`config.mk`:
```
export PLATFORM = sky130hd
export DESIGN_NAME = bpu_update_scheduler_flat
export DESIGN_NICKNAME = d
export VERILOG_FILES = /design/src/rtl/bpu_update_scheduler_if.sv /design/src/rtl/bpu_update_scheduler.sv /design/src/flat_wrapper.sv
export SDC_FILE = /design/constraint.sdc
export NUM_CORES = 1
export LEC_CHECK = 0
export CAP_MARGIN = 20
export CORE_MARGIN = 2
export CORE_UTILIZATION = 31
export CTS_CLUSTER_SIZE = 16
export DETAILED_ROUTE_END_ITERATION = 16
export HOLD_SLACK_MARGIN = 0.03
export PLACE_DENSITY_LB_ADDON = 0.15
export SETUP_SLACK_MARGIN = 0.1
export SYNTH_ARGS = -nofsm -noshare
export SYNTH_HDL_FRONTEND = slang
export SYNTH_SLANG_ARGS = --single-unit
```
`constraint.sdc`:
```
create_clock -name clk -period 4.25 [get_ports clk]
set_clock_uncertainty 0.05 [all_clocks]
set_input_delay 1.0625 -clock clk [delete_from_list [all_inputs] [get_ports clk]]
set_output_delay 1.0625 -clock clk [all_outputs]
set_load 0.01 [all_outputs]
```
`src/rtl/bpu_update_scheduler_if.sv`:
```
// Update/table bus between the Memory-stage pipeline (master) and the BPU update scheduler (slave).
interface bpu_update_scheduler_if #(
    parameter int unsigned ADDR_W = 8,
    parameter int unsigned TGT_W  = 8,
    parameter int unsigned DEPTH  = 4
);
    localparam int unsigned CNT_W = $clog2(DEPTH + 1);

    logic              branch1;
    logic              branch_taken1;
    logic [ADDR_W-1:0] pcM1;
    logic [TGT_W-1:0]  targetM1;
    logic              branch2;
    logic              branch_taken2;
    logic [ADDR_W-1:0] pcM2;
    logic [TGT_W-1:0]  targetM2;

    logic              upd_full;
    logic              init_busy;
    logic              overflow;
    logic [CNT_W-1:0]  upd_count;
    logic              tbl_we;
    logic              tbl_clr;
    logic [ADDR_W-1:0] tbl_addr;
    logic              tbl_taken;
    logic [TGT_W-1:0]  tbl_target;

    modport master (
        output branch1, branch_taken1, pcM1, targetM1,
        output branch2, branch_taken2, pcM2, targetM2,
        input  upd_full, init_busy, overflow, upd_count,
        input  tbl_we, tbl_clr, tbl_addr, tbl_taken, tbl_target
    );

    modport slave (
        input  branch1, branch_taken1, pcM1, targetM1,
        input  branch2, branch_taken2, pcM2, targetM2,
        output upd_full, init_busy, overflow, upd_count,
        output tbl_we, tbl_clr, tbl_addr, tbl_taken, tbl_target
    );
endinterface

```
`src/rtl/bpu_update_scheduler.sv`:
```
// Serialises up to two branch updates per cycle into one BHT/BTB write port via a small FIFO.
// Define BPU_INIT_SWEEP_EN to add the post-reset INIT sweep that clears every table entry.
module bpu_update_scheduler #(
    parameter int unsigned ADDR_W = 8,
    parameter int unsigned TGT_W  = 8,
    parameter int unsigned DEPTH  = 4
) (
    input logic               clk,
    input logic               reset,
    bpu_update_scheduler_if.slave bus
);
    localparam int unsigned PTR_W = $clog2(DEPTH);
    localparam int unsigned CNT_W = $clog2(DEPTH + 1);
    localparam int unsigned ENT_W = ADDR_W + 1 + TGT_W;

    typedef enum logic {StInit, StRun} state_e;

`ifdef BPU_INIT_SWEEP_EN
    localparam state_e ResetState = StInit;
    logic [ADDR_W-1:0] r_sweep;
    logic              r_init_busy;
`else
    localparam state_e ResetState = StRun;
`endif

    state_e           r_state;
    logic [PTR_W-1:0] r_rptr;
    logic [PTR_W-1:0] r_wptr;
    logic [CNT_W-1:0] r_count;
    logic             r_overflow;
    logic [ENT_W-1:0] r_mem [DEPTH];

    logic             w_run;
    logic             w_pop;
    logic [CNT_W:0]   w_room;
    logic             w_acc1;
    logic             w_acc2;
    logic             w_drop;
    logic [PTR_W-1:0] w_wptr2;
    logic [ENT_W-1:0] w_head;
    logic             w_near_full;

    always_comb begin
        w_run  = (r_state == StRun);
        w_pop  = w_run && (r_count != '0);
        // Room counts the slot vacated by this cycle's pop.
        w_room = (CNT_W+1)'(DEPTH) - {1'b0, r_count} + (CNT_W+1)'(w_pop);
        w_acc1 = w_run && bus.branch1 && (w_room >= (CNT_W+1)'(1));
        w_acc2 = w_run && bus.branch2 &&
                 (w_room >= ((CNT_W+1)'(1) + (CNT_W+1)'(w_acc1)));
        w_drop = w_run && ((bus.branch1 && !w_acc1) || (bus.branch2 && !w_acc2));
        w_wptr2     = r_wptr + PTR_W'(w_acc1);
        w_head      = r_mem[r_rptr];
        w_near_full = (r_count >= CNT_W'(DEPTH - 1));
    end

    always_ff @(posedge clk or posedge reset) begin
        if (reset) begin
            r_state    <= ResetState;
            r_rptr     <= '0;
            r_wptr     <= '0;
            r_count    <= '0;
            r_overflow <= 1'b0;
`ifdef BPU_INIT_SWEEP_EN
            r_sweep     <= '0;
            r_init_busy <= 1'b1;
`endif
        end else begin
            unique case (r_state)
`ifdef BPU_INIT_SWEEP_EN
                StInit: begin
                    r_sweep <= r_sweep + ADDR_W'(1);
                    if (&r_sweep) begin
                        r_state     <= StRun;
                        r_init_busy <= 1'b0;
                    end
                end
`endif
                StRun: begin
                    r_rptr  <= r_rptr + PTR_W'(w_pop);
                    r_wptr  <= r_wptr + PTR_W'(w_acc1) + PTR_W'(w_acc2);
                    r_count <= r_count + CNT_W'(w_acc1) + CNT_W'(w_acc2) - CNT_W'(w_pop);
                    if (w_drop) begin
                        r_overflow <= 1'b1;
                    end
                end
                default: r_state <= StRun;
            endcase
        end
    end

    // Storage needs no reset: entries are only read once counted.
    always_ff @(posedge clk) begin
        if (w_acc1) begin
            r_mem[r_wptr] <= {bus.pcM1, bus.branch_taken1, bus.targetM1};
        end
        if (w_acc2) begin
            r_mem[w_wptr2] <= {bus.pcM2, bus.branch_taken2, bus.targetM2};
        end
    end

    always_comb begin
        bus.tbl_we     = w_pop;
        bus.tbl_taken  = w_pop ? w_head[TGT_W] : 1'b0;
        bus.tbl_target = w_pop ? w_head[TGT_W-1:0] : '0;
        bus.overflow   = r_overflow;
        bus.upd_count  = r_count;
`ifdef BPU_INIT_SWEEP_EN
        bus.tbl_clr    = !w_run;
        bus.init_busy  = r_init_busy;
        bus.upd_full   = !w_run || w_near_full;
        bus.tbl_addr   = !w_run ? r_sweep : (w_pop ? w_head[ENT_W-1 -: ADDR_W] : '0);
`else
        bus.tbl_clr    = 1'b0;
        bus.init_busy  = 1'b0;
        bus.upd_full   = w_near_full;
        bus.tbl_addr   = w_pop ? w_head[ENT_W-1 -: ADDR_W] : '0;
`endif
    end
endmodule

```
`src/flat_wrapper.sv`:
```
// flat-port wrapper written by rule: the top's interface ports become plain ports
module bpu_update_scheduler_flat 
#(
    parameter int unsigned ADDR_W = 8,
    parameter int unsigned TGT_W  = 8,
    parameter int unsigned DEPTH  = 4
)
  (clk, reset, bus_branch1, bus_branch_taken1, bus_pcM1, bus_targetM1, bus_branch2, bus_branch_taken2, bus_pcM2, bus_targetM2, bus_upd_full, bus_init_busy, bus_overflow, bus_upd_count, bus_tbl_we, bus_tbl_clr, bus_tbl_addr, bus_tbl_taken, bus_tbl_target);
  bpu_update_scheduler_if #(.ADDR_W(ADDR_W), .TGT_W(TGT_W), .DEPTH(DEPTH)) bus_i ();
  input logic clk;
  input logic reset;
  input wire logic [$bits(bus_i.branch1)-1:0] bus_branch1;
  input wire logic [$bits(bus_i.branch_taken1)-1:0] bus_branch_taken1;
  input wire logic [$bits(bus_i.pcM1)-1:0] bus_pcM1;
  input wire logic [$bits(bus_i.targetM1)-1:0] bus_targetM1;
  input wire logic [$bits(bus_i.branch2)-1:0] bus_branch2;
  input wire logic [$bits(bus_i.branch_taken2)-1:0] bus_branch_taken2;
  input wire logic [$bits(bus_i.pcM2)-1:0] bus_pcM2;
  input wire logic [$bits(bus_i.targetM2)-1:0] bus_targetM2;
  output wire logic [$bits(bus_i.upd_full)-1:0] bus_upd_full;
  output wire logic [$bits(bus_i.init_busy)-1:0] bus_init_busy;
  output wire logic [$bits(bus_i.overflow)-1:0] bus_overflow;
  output wire logic [$bits(bus_i.upd_count)-1:0] bus_upd_count;
  output wire logic [$bits(bus_i.tbl_we)-1:0] bus_tbl_we;
  output wire logic [$bits(bus_i.tbl_clr)-1:0] bus_tbl_clr;
  output wire logic [$bits(bus_i.tbl_addr)-1:0] bus_tbl_addr;
  output wire logic [$bits(bus_i.tbl_taken)-1:0] bus_tbl_taken;
  output wire logic [$bits(bus_i.tbl_target)-1:0] bus_tbl_target;
  assign bus_i.branch1 = bus_branch1;
  assign bus_i.branch_taken1 = bus_branch_taken1;
  assign bus_i.pcM1 = bus_pcM1;
  assign bus_i.targetM1 = bus_targetM1;
  assign bus_i.branch2 = bus_branch2;
  assign bus_i.branch_taken2 = bus_branch_taken2;
  assign bus_i.pcM2 = bus_pcM2;
  assign bus_i.targetM2 = bus_targetM2;
  assign bus_upd_full = bus_i.upd_full;
  assign bus_init_busy = bus_i.init_busy;
  assign bus_overflow = bus_i.overflow;
  assign bus_upd_count = bus_i.upd_count;
  assign bus_tbl_we = bus_i.tbl_we;
  assign bus_tbl_clr = bus_i.tbl_clr;
  assign bus_tbl_addr = bus_i.tbl_addr;
  assign bus_tbl_taken = bus_i.tbl_taken;
  assign bus_tbl_target = bus_i.tbl_target;
  bpu_update_scheduler #(.ADDR_W(ADDR_W), .TGT_W(TGT_W), .DEPTH(DEPTH)) u_core (.clk(clk), .reset(reset), .bus(bus_i));
endmodule
```
==> flow_summary.ini, run 1 <==
[finish]
regArea_sq_um = 2240
insertedDiodeCount = 0
area_of_the_multi_input_gates_sq_um = 1920
drive_above_1_share = 0.390
filler_cell_count = 1238
area_growth_pct = 29.0
non_filler_cells_in_the_finished_layout = 507
finalCoreUtilization = 0.411
nets = 376

[clock_tree]
ctsLongestPathBuffers = 2
clk_latency_ns = 0.33
cts-hold-fix-buffers = 0
cts-buffers-inserted = 9
ctsResizeCount = 0
cts.root.buffer_cell = clkbuf_16
clkSlewWorstSetupHoldPaths_ns = 0.06
total_number_of_h_tree_levels = 3
cts.repair_timing.setup_buffer_count = 0
cts_tree = yes
cts_sinks = 76

[power]
ir_drop_v = 0.000260
power.density_nw_per_um2 = 822
power_leakage_uw = 0.00199

[sta]
worstMarginPinSlew_ns = 0.588
min_period_ns = 3.75
slew_headroom = 0.607
fin_worst_hold_slack_ns = 0.438
final_slew_viol_count = 0
fin_tns_setup_ns = 0
rsz0062_at_grt = false
finish_stage_setup_viols = 0
hold_violations = 0
peak_freq_ghz = 0.266
fin_crit_sh = 0.883

[yosys]
syn-mean-instance-area_sq_um = 17.1
synth.distinct_cells = 35
synth_top_cell_area_share = 0.482
ys.flop_type = edfxtp_1
syn-cell-area_sq_um = 4240
yosys_synthesis_warning_count = 0
synth_sequential_area_ratio = 0.529
synth-edff-count = 68
synth_seq_cells = 76
synth_async_sr_flop_share = 0.105
synth.most_common_cell = edfxtp_1
netlist_top_cells_area = edfxtp_1 48%, mux2_4 13%, mux4_2 9.0%
syn-instance-count = 247
post_synth_most_frequent_cells = 68 x edfxtp_1, 37 x mux2_4, 31 x mux2_2
yosysTopAreaCell = edfxtp_1

[setup_path]
worstSetupStartpointType = flip-flop
crit_slowest_cell = dfrtp_1
worstSetupEndpointType = flip-flop
path_cells = nor3_4 > ha_1 > inv_1 > ha_1 > or2_1 > and2_1 > o21ai_4 > ha_1 > nand2b_1 > a221o_1 > and2_1 > inv_1 > fa_1 > inv_1 > fa_1 > xor2_1
timing.reg2reg.worst_path_depth = 16
crit_path_largest_cell_delay_ns = 0.45
critical_path_arrival_ns = 3.93
cp_max_fo = 6
worst-setup-path-type = reg -> reg
worst-endpoint-required_ns = 4.43

[run_status]
run_status = completed

[detailed_routing]
routed-via-count = 2332
drc_errors = 0
detail_route.first_pass.iterations = 4
drt-wirelength-per-cell_microns = 17.9
detail_route.vias_per_cell = 4.60
route.antenna.remaining_nets = 0
route.final.wire_length_microns = 9050
drt_first_iter_violations = 117

[placed_design]
finalWeightedCongestion = 0.684
post-dp-hpwl_microns = 6350
placement.io_buffers = 60
place_inst = 491

[floorplan]
die_w_microns = 121
start_util = 0.319
die-area_sq_um = 14600
die_height_microns = 121
design.portCount = 63
core_region_area_sq_um = 13300
placementRows = 42

[global_routing]
wire_length_of_the_first_global_routing_pass_microns = 14100
grt_remaining_overflow = 0
pin_count_of_the_biggest_net_entering_global_routing = 19
gr-usage-all-layers = 0.134
initial_antenna_violation_count = 0
first_global_vias = 2544

[hold_path]
hold-path-cell-count = 1
class_of_the_most_critical_hold_timing_path = reg -> reg

[job]
max_cap_viol_count = 0
## per-stage QoR
step / instance area, sq um / setup slack [ns] / power [uW]
after floorplan: 4280 / 0.108 / 2910
after global placement: 5190 / 0.569 / 3860
after detailed placement: 5190 / 0.497 / 3880
after CTS: 5460 / 0.481 / 4580
after global routing: 5460 / 0.306 / 4770
final: 5460 / 0.495 / 4490
## where the power goes
group	switching, uW	internal, uW	total, uW
Clock	294	394	687
Combinational	1090	1280	2370
Sequential	145	1290	1430
Total	1530	2960	4490
## cell type report
class / count / area share
Clock buffer: 10 / 0.0419
Clock inverter: 6 / 0.00756
Inverter: 12 / 0.00825
Multi-Input combinational cell: 149 / 0.352
Sequential cell: 76 / 0.411
Tap cell: 176 / 0.0403
Timing Repair Buffer: 78 / 0.139
## logic make-up after synthesis
kind of cell,share of synthesized area
muxes,0.304
and+or+nand+nor,0.0614
AOI/OAI and AO/OA,0.0233
DFF,0.529
xor gates and xnor gates,0.0121
adders and majority gates,0.0390
buffers and inverters,0.0298
other,0.000885
## cells in the final DEF (no fill, tap or decap), types with 4 or more instances in the layout
cell type	count
mux2_2	31
clkbuf_16	9
inv_1	12
buf_4	16
edfxtp_1	68
mux4_2	17
dfrtp_1	8
nand2b_1	4
clkdlybuf4s50_1	60
mux2_4	37
ha_1	10
nor2b_1	17
## sequential cells by signal, indices dropped and copies added, names as in the netlist
register              count
u_core.r_mem             68
u_core.bus.upd_count      3
u_core.r_rptr             2
u_core.r_wptr             2
u_core.bus.overflow       1
## critical path, delay by kind of cell, from the launching register on
family,cells,cell delay [ns]
fa+ha+maj,5,1.14
simple gates,5,1.13
compound gates,2,0.53
xor+xnor,1,0.16
flops,1,0.45
buf+inv,3,0.17
## final timing paths
path	to	slack, ns	start
max	u_core.bus.upd_count[2]	0.50	u_core.bus.upd_count[2]
min	u_core.bus.overflow	0.44	u_core.bus.overflow
max reg2reg	u_core.bus.upd_count[2]	0.50	u_core.bus.upd_count[2]
min reg2reg	u_core.bus.overflow	0.44	u_core.bus.overflow
max in group asynchronous	u_core.r_wptr[1]	2.98	reset
min in group asynchronous	u_core.bus.upd_count[2]	0.93	reset
## routing by layer
| metal | global-route usage | wire length (microns) |
|---|---|---|
| met1 | 0.167 | 3960 |
| met2 | 0.229 | 4690 |
| met3 | 0.0221 | 221 |
| met4 | 0.0589 | 182 |
| met5 | 0 | 0 |
(Power assumes the default switching activity.)
==> inputs of run 2 (changes only) <==
Settings changed: SLEW_MARGIN set to 20.
==> results of run 2 <==
No change in the layout: final DEF, timing and power equal those of run 1.
